## src/rtl/fpu_link_pkg.sv

```systemverilog
// Shared definitions for the FPU <-> host serial link.
// Used by fpu_result_tx (FPU -> host) and by the host -> FPU operand receiver.
// Contents: frame header/length constants, opcode encodings, byte-serializer
// state enum and the frame checksum helper.
package fpu_link_pkg;

    localparam logic [7:0] FRAME_HDR   = 8'hA5;
    localparam int         FRAME_BYTES = 7;

    localparam logic [1:0] OP_ADD = 2'b00;
    localparam logic [1:0] OP_SUB = 2'b01;
    localparam logic [1:0] OP_MUL = 2'b10;
    localparam logic [1:0] OP_DIV = 2'b11;

    typedef enum logic [1:0] {
        TX_IDLE  = 2'd0,
        TX_START = 2'd1,
        TX_DATA  = 2'd2,
        TX_STOP  = 2'd3
    } tx_state_e;

    // XOR of every frame byte after the header (opcode byte + 4 result bytes).
    function automatic logic [7:0] frame_checksum(input logic [1:0]  op,
                                                  input logic [31:0] res);
        return {6'b0, op} ^ res[7:0] ^ res[15:8] ^ res[23:16] ^ res[31:24];
    endfunction

endpackage

```

## src/rtl/uart_tx_byte.sv

```systemverilog
// 8N1 UART byte serializer, LSB first.
// Ports:
//   clk, rst         clock, synchronous active-high reset
//   in_valid/ready   byte handshake; ready is combinational so the next byte
//                    can be taken on the final cycle of a stop bit (no gap)
//   data             byte to send, sampled on the handshake edge
//   tx               registered UART line, idles high
module uart_tx_byte
    import fpu_link_pkg::*;
#(
    parameter int CLKS_PER_BIT = 434
) (
    input  logic       clk,
    input  logic       rst,
    input  logic       in_valid,
    output logic       in_ready,
    input  logic [7:0] data,
    output logic       tx
);

    localparam int TW = (CLKS_PER_BIT > 1) ? $clog2(CLKS_PER_BIT) : 1;
    localparam logic [TW-1:0] T_LAST = TW'(CLKS_PER_BIT - 1);

    tx_state_e     state;
    logic [TW-1:0] timer;
    logic [2:0]    bit_idx;
    logic [7:0]    shreg;
    logic          bit_end;

    assign bit_end  = (timer == T_LAST);
    // Ready on the last cycle of a stop bit lets the next start bit follow
    // immediately.
    assign in_ready = (state == TX_IDLE) || ((state == TX_STOP) && bit_end);

    always_ff @(posedge clk) begin
        if (rst) begin
            state   <= TX_IDLE;
            timer   <= '0;
            bit_idx <= '0;
            shreg   <= '0;
            tx      <= 1'b1;
        end else begin
            case (state)
                TX_IDLE: begin
                    timer   <= '0;
                    bit_idx <= '0;
                    if (in_valid) begin
                        shreg <= data;
                        tx    <= 1'b0;
                        state <= TX_START;
                    end
                end
                TX_START: begin
                    if (bit_end) begin
                        timer <= '0;
                        tx    <= shreg[0];
                        state <= TX_DATA;
                    end else begin
                        timer <= timer + 1'b1;
                    end
                end
                TX_DATA: begin
                    if (bit_end) begin
                        timer <= '0;
                        if (bit_idx == 3'd7) begin
                            bit_idx <= '0;
                            tx      <= 1'b1;
                            state   <= TX_STOP;
                        end else begin
                            // bit 0 of shreg is on the line; present the next one
                            bit_idx <= bit_idx + 1'b1;
                            tx      <= shreg[1];
                            shreg   <= {1'b0, shreg[7:1]};
                        end
                    end else begin
                        timer <= timer + 1'b1;
                    end
                end
                TX_STOP: begin
                    if (bit_end) begin
                        timer <= '0;
                        if (in_valid) begin
                            shreg <= data;
                            tx    <= 1'b0;
                            state <= TX_START;
                        end else begin
                            state <= TX_IDLE;
                        end
                    end else begin
                        timer <= timer + 1'b1;
                    end
                end
                default: begin
                    state <= TX_IDLE;
                    tx    <= 1'b1;
                end
            endcase
        end
    end

endmodule

```

## src/rtl/fpu_result_tx.sv

```systemverilog
// FPU result transmitter: takes one result + opcode over valid/ready and sends
// the 7-byte frame A5, {6'b0,op}, res[7:0..31:24], checksum as 8N1 UART.
// Ports:
//   clk, rst          clock, synchronous active-high reset
//   in_valid/in_ready result handshake; in_ready is low for the whole frame
//   opcode, result    captured on the handshake edge
//   tx                UART line, idles high
//   busy              frame in progress (== !in_ready)
module fpu_result_tx
    import fpu_link_pkg::*;
#(
    parameter int CLKS_PER_BIT = 434
) (
    input  logic        clk,
    input  logic        rst,
    input  logic        in_valid,
    output logic        in_ready,
    input  logic [1:0]  opcode,
    input  logic [31:0] result,
    output logic        tx,
    output logic        busy
);

    logic        busy_q;
    logic [1:0]  op_q;
    logic [31:0] res_q;
    logic [7:0]  chk_q;
    logic [2:0]  byte_idx;   // index of the byte currently on the line

    logic        byte_valid;
    logic        byte_ready;
    logic [7:0]  byte_data;
    logic        take;
    logic        last_byte;

    assign take      = in_valid && !busy_q;
    assign last_byte = (byte_idx == 3'(FRAME_BYTES - 1));
    assign in_ready  = !busy_q;
    assign busy      = busy_q;

    // While idle the header goes straight to the serializer on the capture
    // edge, so the start bit appears the cycle after the transfer. While busy,
    // offer byte_idx+1 for hand-off at the end of the current stop bit.
    always_comb begin
        byte_valid = 1'b0;
        byte_data  = FRAME_HDR;
        if (!busy_q) begin
            byte_valid = in_valid;
        end else begin
            byte_valid = !last_byte;
            case (byte_idx)
                3'd0:    byte_data = {6'b0, op_q};
                3'd1:    byte_data = res_q[7:0];
                3'd2:    byte_data = res_q[15:8];
                3'd3:    byte_data = res_q[23:16];
                3'd4:    byte_data = res_q[31:24];
                default: byte_data = chk_q;
            endcase
        end
    end

    always_ff @(posedge clk) begin
        if (rst) begin
            busy_q   <= 1'b0;
            byte_idx <= '0;
            op_q     <= '0;
            res_q    <= '0;
            chk_q    <= '0;
        end else if (take) begin
            busy_q   <= 1'b1;
            byte_idx <= '0;
            op_q     <= opcode;
            res_q    <= result;
            chk_q    <= frame_checksum(opcode, result);
        end else if (busy_q && byte_ready) begin
            // serializer is finishing a stop bit this cycle
            if (last_byte) begin
                busy_q   <= 1'b0;
                byte_idx <= '0;
            end else begin
                byte_idx <= byte_idx + 1'b1;
            end
        end
    end

    uart_tx_byte #(.CLKS_PER_BIT(CLKS_PER_BIT)) u_ser (
        .clk      (clk),
        .rst      (rst),
        .in_valid (byte_valid),
        .in_ready (byte_ready),
        .data     (byte_data),
        .tx       (tx)
    );

endmodule

```

## config.mk

```make
export PLATFORM = sky130hd
export DESIGN_NAME = fpu_result_tx
export DESIGN_NICKNAME = d
export VERILOG_FILES = /design/src/rtl/fpu_link_pkg.sv /design/src/rtl/uart_tx_byte.sv /design/src/rtl/fpu_result_tx.sv
export SDC_FILE = /design/constraint.sdc
export NUM_CORES = 1
export LEC_CHECK = 0
export ABC_AREA = 1
export CELL_PAD_IN_SITES_DETAIL_PLACEMENT = 1
export CELL_PAD_IN_SITES_GLOBAL_PLACEMENT = 1
export CORE_ASPECT_RATIO = 1.5
export CORE_MARGIN = 4
export CORE_UTILIZATION = 40
export DETAILED_ROUTE_END_ITERATION = 6
export HOLD_SLACK_MARGIN = 0.02
export PLACE_DENSITY_LB_ADDON = 0.1
export SYNTH_ARGS = -nofsm -noshare
export SYNTH_HDL_FRONTEND = slang
export SYNTH_SLANG_ARGS = --single-unit
export TNS_END_PERCENT = 50
```

## constraint.sdc

```tcl
create_clock -name clk -period 2.1 [get_ports clk]
set_input_delay 0.21 -clock clk [delete_from_list [all_inputs] [get_ports clk]]
set_output_delay 0.21 -clock clk [all_outputs]
set_load 0.01 [all_outputs]
```

==> reports/metrics.yaml <==
status: "finished, final reports clean"
netlist_area_mm2: 0.00354
row_count: 41
synth_seq_cells: 69
cellLeakagePower_nw: 1.92
fin_crit_sh_pct: 83.6
drive_above_1_share_pct: 8.78
cp.required_ps: 2320
initial_utilization_pct: 41.6
dp.cells: 638
cts_inserted_buffers: 9
synth.avg_cell_area_um2: 7.06
cts.sinks: 69
clk_latency_ps: 340
postCtsHoldBufs: 0
rsz0062_at_grt: "no"
synth_warnings: 0
firstDrtPassIters: 4
cts_tree: "done"
layout_common_cells: "nand2_1 (93), nor2_1 (93), dfxtp_1 (69)"
place_area_mm2: 0.00405
timing.critical_path.buf_inv: 2
fin_util_pct: 51.6
antenna_found_initial: 0
core_mm2: 0.00852
ioPinCount: 40
fin_nets: 589
synth_edf_count: 0
hold_viol_final: 0
fin_ws_ps: 343
grt_max_degree: 47
post_cts_buffers: 0
setup_viol: 0
synthMuxAreaShare_pct: 0
crit_type: "reg -> reg"
grt_pass1_wl_mm: 16.5
drv_slew: 0
cp_top_family: "flip-flops"
cts.reportedPaths.clkPinSlew_ps: 60
max_slew.worst_pin.slew_ps: 493
synth_top_family_by_area: "simple AND/OR/NAND/NOR gates"
fmax_mhz: 569
dieArea_mm2: 0.0105
synthArstFlopShare_pct: 0
finalWirelength_mm: 9.45
clockRootBuffer: "clkbuf_16"
synth-xor-area-share_pct: 6.43
synth_area_leaders: "dfxtp_1 (39%), nand2_1 (9.9%), nor2_1 (9.9%)"
vias: 3345
yosys.area_share.adder_pct: 3.53
regArea_mm2: 0.00138
gp_congestion: 0.805
critPathCaptureType: "flop"
grt_usage_pct: 19.9
diodes: 0
htree_num_levels: 3
syn2layout_area_growth_pct: 23.9
syn-num-nets: 549
yosys.area_share.simple_pct: 30.1
globalRouteOverflowTotal: 0
first_global_vias: 3626
fin_crit_ps: 1760
cts_resized: 0
via_per_inst: 5.11
portBuffers: 39
cp_slowest_cell: "dfxtp_1"
synth_compound_area_share_pct: 13.3
die_height_um: 123
drt_iter0_drc: 122
ctsLongestPathBuffers: 2
critPathMaxStageDelay_ps: 460
fin_skew_ps: 7.79
die_x_um: 84.9
ys_seq_area_share_pct: 39.0
ir_drop_uv: 517
power_density_mw_per_mm2: 1070
drcViolationCount: 0
cp_max_fo: 11
place_hpwl_mm: 7.10
post-place-ws_ps: 218
crit_arrival_ps: 1980
ant_nets: 0
wl_per_cell_um: 14.5
multi_input_comb_area_mm2: 0.00189
yosysTopAreaCell: "dfxtp_1"
design_area_mm2: 0.00439
syn_inst: 502
start_kind: "flop"
synth-main-ff-cell: "dfxtp_1"
synth_top_area_share_pct: 39.0
crit_chain: "inv_1, ha_2, inv_1, nand3_2, nand3_4, nor2_8, o21ai_0, nor2_1"
hold_ws_ps: 461
final_cells: 654
cap_viol_max_count: 0
min_path_type: "in -> reg"
finalSetupTns_ps: 0
cp_common_cell: "inv_1"
nFillCells: 1100
synth_cell_types: 34
fin_total_pwr_mw: 4.71
relSlewSlack_pct: 66.8
[final timing paths]
path | startpoint | end | cells after the start | slack [ps]
setup reg to reg | u_ser.state[0]$_SDFFE_PP0P_ | u_ser.shreg[6]$_SDFFE_PP0P_ | 8 | 340
hold reg to reg | res_q[0]$_SDFFE_PP0P_ | res_q[0]$_SDFFE_PP0P_ | 2 | 460
setup / recovery | u_ser.state[0]$_SDFFE_PP0P_ | u_ser.shreg[6]$_SDFFE_PP0P_ | 8 | 340
hold / removal | opcode[0] | op_q[0]$_SDFFE_PP0P_ | 3 | 460
[metal layers]
metal / up-vias / global-route usage, % / part of all wire, %
li1: 1692 / - / -
met1: 1573 / 21.4 / 40
met4: 0 / 10.5 / 3.1
met3: 22 / 3.00 / 2.9
met2: 58 / 37.2 / 54
met5: - / 0 / 0
[registers in the layout, summed over array words and instances, names as in the netlist]
signal	cells
u_ser.shreg	8
chk_q	8
u_ser.bit_idx	3
u_ser.state	2
u_ser.timer	9
byte_idx	3
op_q	2
busy	1
u_ser.tx	1
res_q	32
[synth_stat cells (4+ instances only)]
master / count
nand2_1: 93
nor2_1: 93
dfxtp_1: 69
o21ai_0: 50
inv_1: 42
a21oi_1: 23
xnor2_1: 23
nand3_1: 19
clkbuf_1: 12
ha_1: 10
nand2_2: 7
nand4_1: 7
o211ai_1: 7
inv_2: 5
nor3_1: 5
buf_2: 4
[final cells by class]
cell class | instances | share of cell area, %
well taps | 107 | 3.05
flip-flops and latches | 69 | 31.5
repair buffers | 49 | 10.6
clock inverters | 4 | 2.17
inverters | 47 | 4.02
multi-input cells | 366 | 43.1
clock buffers | 12 | 5.61
[worst reg2reg max path: cells and delay by family (launching register included)]
family          cells  cell delay, ps
flops               1             460
simple gates        4             440
buf+inv             2             300
fa+ha+maj           1             280
compound gates      1             180
[power breakdown]
part,switching (mW),internal (mW),total [mW]
sequential,0.144,1.52,1.67
clock,0.559,1.19,1.75
combinational,0.794,0.494,1.29
[kinds of logic after synthesis]
logic type,count (synthesis)
buffers and inverters,67
flip-flops,69
AND/OR/NAND/NOR,242
adder cells (fa/ha/maj),10
XOR/XNOR,26
AO/OA/AOI/OAI,88
Note: power is estimated with default switching activity, not from simulation.
